**src/rtl/cipher_pkg.sv**
```systemverilog
`default_nettype none
// ============================================================================
// Module  : cipher_pkg
// Brief   : Shared types and constants for the keystream / XOR / mux path.
// Revision: 1.0
// ============================================================================
package cipher_pkg;

    localparam int          KS_LFSR_W       = 32;
    localparam int          KS_N            = 8;
    localparam logic [31:0] KS_TAPS         = 32'h8020_0003;
    localparam logic [31:0] KS_DEFAULT_SEED = 32'h0000_0001;

    typedef enum logic [1:0] {
        IDLE = 2'd0,
        LOAD = 2'd1,
        RUN  = 2'd2
    } ks_state_t;

endpackage
`default_nettype wire

```
**src/rtl/keystream_gen_if.sv**
```systemverilog
`default_nettype none
// ============================================================================
// Module  : keystream_gen_if
// Brief   : Key-load pins and keystream valid/ready handshake bundle.
// Revision: 1.0
// ============================================================================
interface keystream_gen_if
    import cipher_pkg::*;
#(
    parameter int N = KS_N
) ();

    logic         key_in;
    logic         key_load;
    logic         ks_ready;
    logic [N-1:0] ks_byte;
    logic         ks_valid;
    logic         key_err;
    logic         running;

    modport master (
        input  key_in,
        input  key_load,
        input  ks_ready,
        output ks_byte,
        output ks_valid,
        output key_err,
        output running
    );

    modport slave (
        output key_in,
        output key_load,
        output ks_ready,
        input  ks_byte,
        input  ks_valid,
        input  key_err,
        input  running
    );

endinterface
`default_nettype wire

```
**src/rtl/lfsr_galois.sv**
```systemverilog
`default_nettype none
// ============================================================================
// Module  : lfsr_galois
// Brief   : Right-shifting Galois LFSR; load wins over step, output is state[0].
// Revision: 1.0
// ============================================================================
module lfsr_galois
    import cipher_pkg::*;
#(
    parameter int           W    = KS_LFSR_W,
    parameter logic [W-1:0] TAPS = W'(KS_TAPS)
) (
    input  wire logic         clk,
    input  wire logic         rst_n,
    input  wire logic         load,
    input  wire logic [W-1:0] seed,
    input  wire logic         step,
    output logic      [W-1:0] state,
    output logic              bit_out
);

    logic [W-1:0] r_state;

    always_ff @(posedge clk or negedge rst_n) begin
        if (!rst_n) begin
            r_state <= '0;
        end else if (load) begin
            r_state <= seed;
        end else if (step) begin
            r_state <= (r_state >> 1) ^ (r_state[0] ? TAPS : '0);
        end
    end

    assign state   = r_state;
    assign bit_out = r_state[0];

endmodule
`default_nettype wire

```
**src/rtl/keystream_gen.sv**
```systemverilog
`default_nettype none
// ============================================================================
// Module  : keystream_gen
// Brief   : Serial key load, LFSR seeding and MSB-first keystream words on a
//           valid/ready handshake with one word of buffering in the accumulator.
// Revision: 1.0
// ============================================================================
module keystream_gen
    import cipher_pkg::*;
#(
    parameter int                LFSR_W       = KS_LFSR_W,
    parameter int                N            = KS_N,
    parameter logic [LFSR_W-1:0] TAPS         = LFSR_W'(KS_TAPS),
    parameter logic [LFSR_W-1:0] DEFAULT_SEED = LFSR_W'(KS_DEFAULT_SEED)
) (
    input  wire logic      clk,
    input  wire logic      rst_n,
    keystream_gen_if.master ks
);

    localparam int              CW          = $clog2(LFSR_W + 2);
    localparam int              ACW         = $clog2(N + 1);
    localparam logic [CW-1:0]   c_cnt_full  = CW'(LFSR_W);
    localparam logic [CW-1:0]   c_cnt_sat   = CW'(LFSR_W + 1);
    localparam logic [CW-1:0]   c_cnt_one   = CW'(1);
    localparam logic [ACW-1:0]  c_acc_full  = ACW'(N);
    localparam logic [ACW-1:0]  c_acc_last  = ACW'(N - 1);
    localparam logic [ACW-1:0]  c_acc_one   = ACW'(1);

    ks_state_t          r_state,   w_state_nxt;
    logic [CW-1:0]      r_cnt,     w_cnt_nxt;
    logic [LFSR_W-1:0]  r_key_sr,  w_key_sr_nxt;
    logic [N-1:0]       r_acc,     w_acc_nxt;
    logic [ACW-1:0]     r_acc_cnt, w_acc_cnt_nxt;
    logic [N-1:0]       r_ks_byte, w_byte_nxt;
    logic               r_ks_valid, w_valid_nxt;
    logic               r_key_err,  w_key_err_nxt;

    logic               w_free;
    logic               w_step;
    logic               w_commit_ok;
    logic               w_bit;
    logic [N-1:0]       w_word;
    logic [LFSR_W-1:0]  w_seed;
    logic [LFSR_W-1:0]  w_lfsr_state;
    logic               w_unused_lfsr;

    assign w_free      = !r_ks_valid || ks.ks_ready;
    assign w_step      = (r_state == RUN) && !ks.key_load &&
                         ((r_acc_cnt != c_acc_full) || w_free);
    assign w_commit_ok = (r_state == LOAD) && !ks.key_load && (r_cnt == c_cnt_full);
    assign w_seed      = (r_key_sr == '0) ? DEFAULT_SEED : r_key_sr;
    assign w_word      = {r_acc[N-2:0], w_bit};

    lfsr_galois #(
        .W    (LFSR_W),
        .TAPS (TAPS)
    ) u_lfsr (
        .clk     (clk),
        .rst_n   (rst_n),
        .load    (w_commit_ok),
        .seed    (w_seed),
        .step    (w_step),
        .state   (w_lfsr_state),
        .bit_out (w_bit)
    );

    // Full state is only needed for debug visibility inside the LFSR.
    assign w_unused_lfsr = ^w_lfsr_state;

    always_comb begin
        w_state_nxt   = r_state;
        w_cnt_nxt     = r_cnt;
        w_key_sr_nxt  = r_key_sr;
        w_acc_nxt     = r_acc;
        w_acc_cnt_nxt = r_acc_cnt;
        w_byte_nxt    = r_ks_byte;
        w_valid_nxt   = r_ks_valid;
        w_key_err_nxt = 1'b0;

        if (ks.key_load) begin
            w_state_nxt   = LOAD;
            w_key_sr_nxt  = {r_key_sr[LFSR_W-2:0], ks.key_in};
            if (r_cnt != c_cnt_sat) begin
                w_cnt_nxt = r_cnt + c_cnt_one;
            end
            w_acc_nxt     = '0;
            w_acc_cnt_nxt = '0;
            w_valid_nxt   = 1'b0;
        end else begin
            case (r_state)
                LOAD: begin
                    w_cnt_nxt     = '0;
                    w_acc_nxt     = '0;
                    w_acc_cnt_nxt = '0;
                    if (r_cnt == c_cnt_full) begin
                        w_state_nxt = RUN;
                    end else begin
                        w_state_nxt   = IDLE;
                        w_key_err_nxt = 1'b1;
                    end
                end
                RUN: begin
                    if (r_ks_valid && ks.ks_ready) begin
                        w_valid_nxt = 1'b0;
                    end
                    if (w_step) begin
                        if (r_acc_cnt == c_acc_full) begin
                            // Buffered word moves out; this step's bit starts the next word.
                            w_byte_nxt    = r_acc;
                            w_valid_nxt   = 1'b1;
                            w_acc_nxt     = {{(N-1){1'b0}}, w_bit};
                            w_acc_cnt_nxt = c_acc_one;
                        end else if (r_acc_cnt == c_acc_last) begin
                            if (w_free) begin
                                w_byte_nxt    = w_word;
                                w_valid_nxt   = 1'b1;
                                w_acc_nxt     = '0;
                                w_acc_cnt_nxt = '0;
                            end else begin
                                w_acc_nxt     = w_word;
                                w_acc_cnt_nxt = c_acc_full;
                            end
                        end else begin
                            w_acc_nxt     = w_word;
                            w_acc_cnt_nxt = r_acc_cnt + c_acc_one;
                        end
                    end
                end
                default: begin
                    w_valid_nxt = 1'b0;
                end
            endcase
        end
    end

    always_ff @(posedge clk or negedge rst_n) begin
        if (!rst_n) begin
            r_state    <= IDLE;
            r_cnt      <= '0;
            r_key_sr   <= '0;
            r_acc      <= '0;
            r_acc_cnt  <= '0;
            r_ks_byte  <= '0;
            r_ks_valid <= 1'b0;
            r_key_err  <= 1'b0;
        end else begin
            r_state    <= w_state_nxt;
            r_cnt      <= w_cnt_nxt;
            r_key_sr   <= w_key_sr_nxt;
            r_acc      <= w_acc_nxt;
            r_acc_cnt  <= w_acc_cnt_nxt;
            r_ks_byte  <= w_byte_nxt;
            r_ks_valid <= w_valid_nxt;
            r_key_err  <= w_key_err_nxt;
        end
    end

    assign ks.ks_byte  = r_ks_byte;
    assign ks.ks_valid = r_ks_valid;
    assign ks.key_err  = r_key_err;
    assign ks.running  = (r_state == RUN);

endmodule
`default_nettype wire

```
**src/flat_wrapper.sv**
```systemverilog
// flat-port wrapper written by rule: the top's interface ports become plain ports
module keystream_gen_flat import cipher_pkg::*;
#(
    parameter int                LFSR_W       = KS_LFSR_W,
    parameter int                N            = KS_N,
    parameter logic [LFSR_W-1:0] TAPS         = LFSR_W'(KS_TAPS),
    parameter logic [LFSR_W-1:0] DEFAULT_SEED = LFSR_W'(KS_DEFAULT_SEED)
)
  (clk, rst_n, ks_key_in, ks_key_load, ks_ks_ready, ks_ks_byte, ks_ks_valid, ks_key_err, ks_running);
  keystream_gen_if #(.N(N)) ks_i ();
  input  wire logic clk;
  input  wire logic rst_n;
  input wire logic [$bits(ks_i.key_in)-1:0] ks_key_in;
  input wire logic [$bits(ks_i.key_load)-1:0] ks_key_load;
  input wire logic [$bits(ks_i.ks_ready)-1:0] ks_ks_ready;
  output wire logic [$bits(ks_i.ks_byte)-1:0] ks_ks_byte;
  output wire logic [$bits(ks_i.ks_valid)-1:0] ks_ks_valid;
  output wire logic [$bits(ks_i.key_err)-1:0] ks_key_err;
  output wire logic [$bits(ks_i.running)-1:0] ks_running;
  assign ks_i.key_in = ks_key_in;
  assign ks_i.key_load = ks_key_load;
  assign ks_i.ks_ready = ks_ks_ready;
  assign ks_ks_byte = ks_i.ks_byte;
  assign ks_ks_valid = ks_i.ks_valid;
  assign ks_key_err = ks_i.key_err;
  assign ks_running = ks_i.running;
  keystream_gen #(.LFSR_W(LFSR_W), .N(N), .TAPS(TAPS), .DEFAULT_SEED(DEFAULT_SEED)) u_core (.clk(clk), .rst_n(rst_n), .ks(ks_i));
endmodule
```
**config.mk**
```make
export PLATFORM = sky130hd
export DESIGN_NAME = keystream_gen_flat
export DESIGN_NICKNAME = d
export VERILOG_FILES = /design/src/rtl/cipher_pkg.sv /design/src/rtl/keystream_gen_if.sv /design/src/rtl/lfsr_galois.sv /design/src/rtl/keystream_gen.sv /design/src/flat_wrapper.sv
export SDC_FILE = /design/constraint.sdc
export NUM_CORES = 1
export LEC_CHECK = 0
export ABC_AREA = 1
export CAP_MARGIN = 5
export CELL_PAD_IN_SITES_DETAIL_PLACEMENT = 0
export CELL_PAD_IN_SITES_GLOBAL_PLACEMENT = 1
export CORE_ASPECT_RATIO = 0.75
export CORE_MARGIN = 4
export CORE_UTILIZATION = 51
export DETAILED_ROUTE_END_ITERATION = 8
export PLACE_DENSITY_LB_ADDON = 0.1
export SLEW_MARGIN = 20
export SYNTH_ARGS = -nofsm -noshare
export SYNTH_HDL_FRONTEND = slang
export SYNTH_SLANG_ARGS = --single-unit
```
**constraint.sdc**
```tcl
create_clock -name clk -period 3.8 [get_ports clk]
set_clock_uncertainty 0.05 [all_clocks]
set_input_delay 1.14 -clock clk [delete_from_list [all_inputs] [get_ports clk]]
set_output_delay 1.14 -clock clk [all_outputs]
set_load 0.03 [all_outputs]
```
# After elaboration in Yosys (flattened, before gate mapping)

Index checks and enable logic that the tools add are counted.

Register bits after elaboration: 94
Input port bits: 5
Output and inout bits: 11

$add $sub $neg: 2
Equality and inequality tests: 10
Muxes and demuxes: 35
Bitwise gates (word level): 2
Reduce and logical (&&, ||, !) cells: 18

Operators by type and width:

| cell                                                  | number |
|---|---|
| 2-to-1 mux 32 bit                                     | 4 |
| 2-to-1 mux 8 bit                                      | 8 |
| zero test 32 bit                                      | 1 |
| bitwise XOR 31 x 32 -> 32 bit                         | 1 |
| 2-to-1 mux 4 bit                                      | 5 |
| 2-to-1 mux 6 bit                                      | 3 |
| one-hot mux 8 bit (2 select lines)                    | 1 |
| 2-to-1 mux 1 bit                                      | 9 |
| one-hot mux 4 bit (2 select lines)                    | 1 |
| nonzero test 2 bit                                    | 4 |
| adder 6 x 1 -> 6 bit, second input constant           | 1 |
| == test 6 bit, second input constant                  | 1 |
| 2-to-1 mux 2 bit                                      | 3 |
| inequality test 6 bit, second input constant          | 1 |
| logical AND 1 bit                                     | 5 |
| AND reduction 5 bit                                   | 1 |
| adder 4 x 1 -> 4 bit, second input constant           | 1 |
| == test 4 x 3 -> 1 bit, second input constant         | 1 |
| == test 4 bit, second input constant                  | 1 |
| inequality test 4 bit, second input constant          | 1 |
| AND reduction 2 bit                                   | 2 |
| inequality test 3 x 2 -> 1 bit, second input constant | 1 |
| nonzero test 3 bit                                    | 1 |
| == test 2 x 1 -> 1 bit, second input constant         | 1 |
| 7 further kinds                                       | 9 |

# Logic depth before layout (Yosys ltp)

Depth after elaboration: 8
Mapped depth: 11

# By module

From an unflattened synthesis, not the netlist that was laid out.

Cells, all modules: 565
Area total of the unflattened synthesis: 4531.8 um^2

Modules (own cells, without submodules):

| module        | times used | cells each | area each (um^2) |
|---|---|---|---|
| keystream_gen | 1          | 378        | 3069.2 |
| lfsr_galois   | 1          | 187        | 1462.7 |

# Least setup slack after synthesis

No wires, ideal clock.

Path type: input port to flip-flop
Start point: input port ks_key_load
End point: register u_core.u_lfsr.r_state[14], in the netlist u_core.u_lfsr.state[14]
Arrival time: 1.994 ns
Path slack: 1.628 ns
Stages on the path: 10
Path buffers: 2
Cells stage by stage: buf_4 inv_2 nand3_2 inv_1 nand2_4 nand2_4 inv_4 buf_6 nand2_1 o211ai_2

Cells in the longest elaborated chain, start to end: 4

RTL lines:

| what                                                    | line                                     | text |
|---|---|---|
| start: declaration                                      | flat_wrapper.sv:14                       | `input wire logic [$bits(ks_i.key_load)-1:0] ks_key_load;` |
| zero test 1 bit (*)                                     | keystream_gen.sv:49, keystream_gen.sv:51 |  |
| logical AND 1 bit (on tied branches) (2 in series)      | keystream_gen.sv:51, keystream_gen.sv:49 |  |
| 2-to-1 mux 32 bit or nonzero test 2 bit (tied branches) | n/a                                      |  |
| end signal: assignment                                  | lfsr_galois.sv:30                        | `r_state <= (r_state >> 1) ^ (r_state[0] ? TAPS : '0);` |
| end: declaration                                        | lfsr_galois.sv:22                        | `logic [W-1:0] r_state;` |

Mark *: on every way between the ends. The rest lies on a longest branch, timed or not.
A chain may end at the register's enable or synchronous reset.

# Worst setup path in the final report

Start point: register u_core.r_state[0]
End point: output port ks_running

Cells in the longest elaborated chain, start to end: 1

RTL lines:

| what                     | line                 | text |
|---|---|---|
| start: declaration       | keystream_gen.sv:30  | `ks_state_t r_state, w_state_nxt;` |
| start signal: assignment | keystream_gen.sv:148 | `r_state <= w_state_nxt;` |
| == test 2 bit            | keystream_gen.sv:162 | `assign ks.running = (r_state == RUN);` |
| end: declaration         | flat_wrapper.sv:19   | `output wire logic [$bits(ks_i.running)-1:0] ks_running;` |

Every way passes these cells.

==> results_dict.tcl <==
set metrics [dict create \
    status "complete, no violations" \
    peakVddDrop_mv 0.358 \
    grt.overflow.total 0 \
    die_x_um 115 \
    required_ns 2.61 \
    syn_avg_cell_area_um2 8.94 \
    start_util_pct 52.3 \
    period_minus_slack_ns 2.81 \
    cts.sinks 94 \
    portBuffers 15 \
    clk_latency_ns 0.34 \
    area_delta_synth_final_pct 9.91 \
    cts-resized-gates 0 \
    gp_congestion 0.806 \
    max_cap_viol_count 0 \
    vias 3174 \
    multi_input_area_mm2 0.00170 \
    n_antenna_cell 0 \
    worst_slew_pin_slew_ns 0.753 \
    cts.clk_slew.worst_paths_ns 0.06 \
    h-tree-depth 3 \
    critPathKind "flip-flop to output port" \
    cts_root_buffer "clkbuf_16" \
    hold_viol 0 \
    tns_ns 0 \
    route.detailed.drc 0 \
    nets 509 \
    worst_setup_path_start_kind "flip-flop" \
    seq_area_mm2 0.00235 \
    grt_pass1_vias 2982 \
    slowest_delay_ns 0.68 \
    hold_buffers 0 \
    setup.worst_path.end_class "output port" \
    pin_count 16 \
    viasPerCell 5.19 \
    max_slew_margin_pct 49.8 \
    grt_pass1_wl_um 14500 \
    yosysWarnings 0 \
    wl_per_cell_um 13.6 \
    syn_area_mm2 0.00442 \
    yosysUniqueCellTypes 31 \
    cp_max_fo 4 \
    place_area_mm2 0.00457 \
    syn-num-nets 504 \
    hold_depth 2 \
    grt_max_degree 63 \
    fin_area_mm2 0.00486 \
    drt-total-wl_um 8340 \
    hold_class "flip-flop to flip-flop" \
    dr.pass1.iters 4 \
    drt_iter0_markers 218 \
    track_usage_pct 18.4 \
    postCtsSetupRepairBufs 0 \
    cp.arrival_ns 1.62 \
    cp_cell_sequence "nor2_4, clkdlybuf4s50_1" \
    utilization_pct 57.4 \
    finalSetupViolCount 0 \
    fin_crit_sh_pct 74.0 \
    cts_inserted_buffers 9 \
    clock.fmax_mhz 356 \
    hpwl_um 5410 \
    die_h_um 88.6 \
    crit_slowest_cell "clkdlybuf4s50_1" \
    clockBufferDepth 2 \
    drive_above_1_share_pct 10.7 \
    syn_inst 494 \
    leakage_nw 2.20 \
    cts_tree "done" \
    antenna_found_initial 0 \
    slew_viol_final 0 \
    nFillCells 741 \
    timing.reg2reg.worst_path_depth 9 \
    powerDensity_mw_per_mm2 465 \
    ys_seq_area_share_pct 53.2 \
    antenna_left 0 \
    ys_seq_elements 94 \
    rsz0062_at_grt "no" \
    coreArea_mm2 0.00845 \
    std_cell_rows 29 \
    die_area_mm2 0.0102 \
]
[kinds of logic after synthesis]
group           synth area share, %
simple gates                   20.6
buf+inv                        8.24
fa+ha+maj                      1.42
compound gates                 15.3
xor+xnor                       1.19
flops                          53.2
[sequential cells by signal (all words and copies together) (netlist names)]
| name | flops |
|---|---|
| u_core.r_key_sr | 32 |
| u_core.u_lfsr.state | 32 |
| u_core.ks.ks_byte | 8 |
| u_core.r_acc | 8 |
| u_core.r_cnt | 6 |
| u_core.r_acc_cnt | 4 |
| u_core.r_state | 2 |
| u_core.ks.key_err | 1 |
| u_core.ks.ks_valid | 1 |
[final cells by class]
type / count / share of cell area (%)
inverters: 55 / 4.33
well taps: 108 / 2.78
clock buffers: 13 / 5.57
multi-input cells: 322 / 35.0
repair buffers: 17 / 3.50
flip-flops and latches: 94 / 48.4
clock inverters: 2 / 0.335
[final timing paths]
check,from,end,slack [ns]
min reg2reg,u_core.r_state[1],u_core.r_state[0],0.42
max,u_core.r_state[0],ks_running,0.99
min in group asynchronous,rst_n,u_core.ks.ks_byte[6],0.82
max in group asynchronous,rst_n,u_core.r_key_sr[3],2.22
min,u_core.r_state[1],u_core.r_state[0],0.42
max reg2reg,u_core.r_cnt[0],u_core.u_lfsr.state[5],1.62
[power breakdown]
part | leakage (nW) | total [W] | internal, W | switching, W
clock | 0.138 | 0.000854 | 0.000495 | 0.000359
sequential | 1.27 | 0.00116 | 0.00109 | 0.0000768
combinational | 0.788 | 0.000242 | 0.0000867 | 0.000155
total | 2.20 | 0.00226 | 0.00167 | 0.000591
[per-layer routing]
layer  vias to the layer above  global-route usage [%]  routed length, um
met5                         -                       0                  0
met4                         0                    5.44                 87
met3                         6                    4.99                334
met2                        36                    24.8               3290
met1                      1504                    28.6               4630
li1                       1628                       -                  -
[through the flow]
stage	hold slack, ns	power, W	worst slack, ns	instances
floorplan	0.392	0.00134	1.63	494
global placement	0.395	0.00142	0.978	596
detailed placement	0.403	0.00143	0.915	596
CTS	0.424	0.00229	0.956	611
global route	0.446	0.00239	0.913	611
finish	0.424	0.00226	0.988	611
[cell usage in the layout (no fill, tap or decap), types with 2 or more instances in the layout]
cell,Yosys,layout
nand4_1,3,3
ha_1,5,5
a21oi_1,4,4
o21ai_1,4,4
o211ai_2,8,8
clkdlybuf4s50_1,0,13
xor2_1,3,3
clkbuf_16,0,9
nand2_1,122,122
dfrtp_1,94,94
o21ai_0,53,53
inv_2,3,3
xnor2_1,3,3
nor2_4,2,2
buf_4,2,2
o22ai_1,8,8
inv_1,50,50
nor2_1,30,30
o21ai_2,9,9
o211ai_1,16,16
nand2_4,4,4
nor2_2,2,2
clkbuf_8,0,3
nand2_2,3,3
nand3_1,39,39
[synthesized netlist by cell type]
cell / instances / area (um2)
buf_4: 2 / 15.0
a21oi_1: 4 / 20.0
nand3_4: 1 / 17.5
o21ai_0: 53 / 265
buf_2: 6 / 30.0
nand3_1: 39 / 195
clkbuf_1: 8 / 30.0
o22ai_1: 8 / 50.1
ha_1: 5 / 62.6
o22ai_2: 1 / 12.5
buf_6: 7 / 78.8
nand2_1: 122 / 458
nand3_2: 1 / 10.0
nand2_4: 4 / 45.0
xnor2_1: 3 / 26.3
nor2_2: 2 / 12.5
nor2_4: 2 / 22.5
nor2_1: 30 / 113
inv_4: 1 / 6.26
nand2_2: 3 / 18.8
dfrtp_1: 94 / 2350
o221ai_1: 1 / 8.76
o21ai_1: 4 / 20.0
nand4_1: 3 / 18.8
clkinv_2: 1 / 5.00
xor2_1: 3 / 26.3
o211ai_2: 8 / 100
o211ai_1: 16 / 120
inv_1: 50 / 188
o21ai_2: 9 / 78.8
inv_2: 3 / 11.3
[worst max-delay path: cells and delay by family (launching register included)]
family / cells / cell delay (ns)
buffers and inverters: 1 / 0.68
DFF: 1 / 0.44
and+or+nand+nor: 1 / 0.16
(Power assumes the default switching activity.)
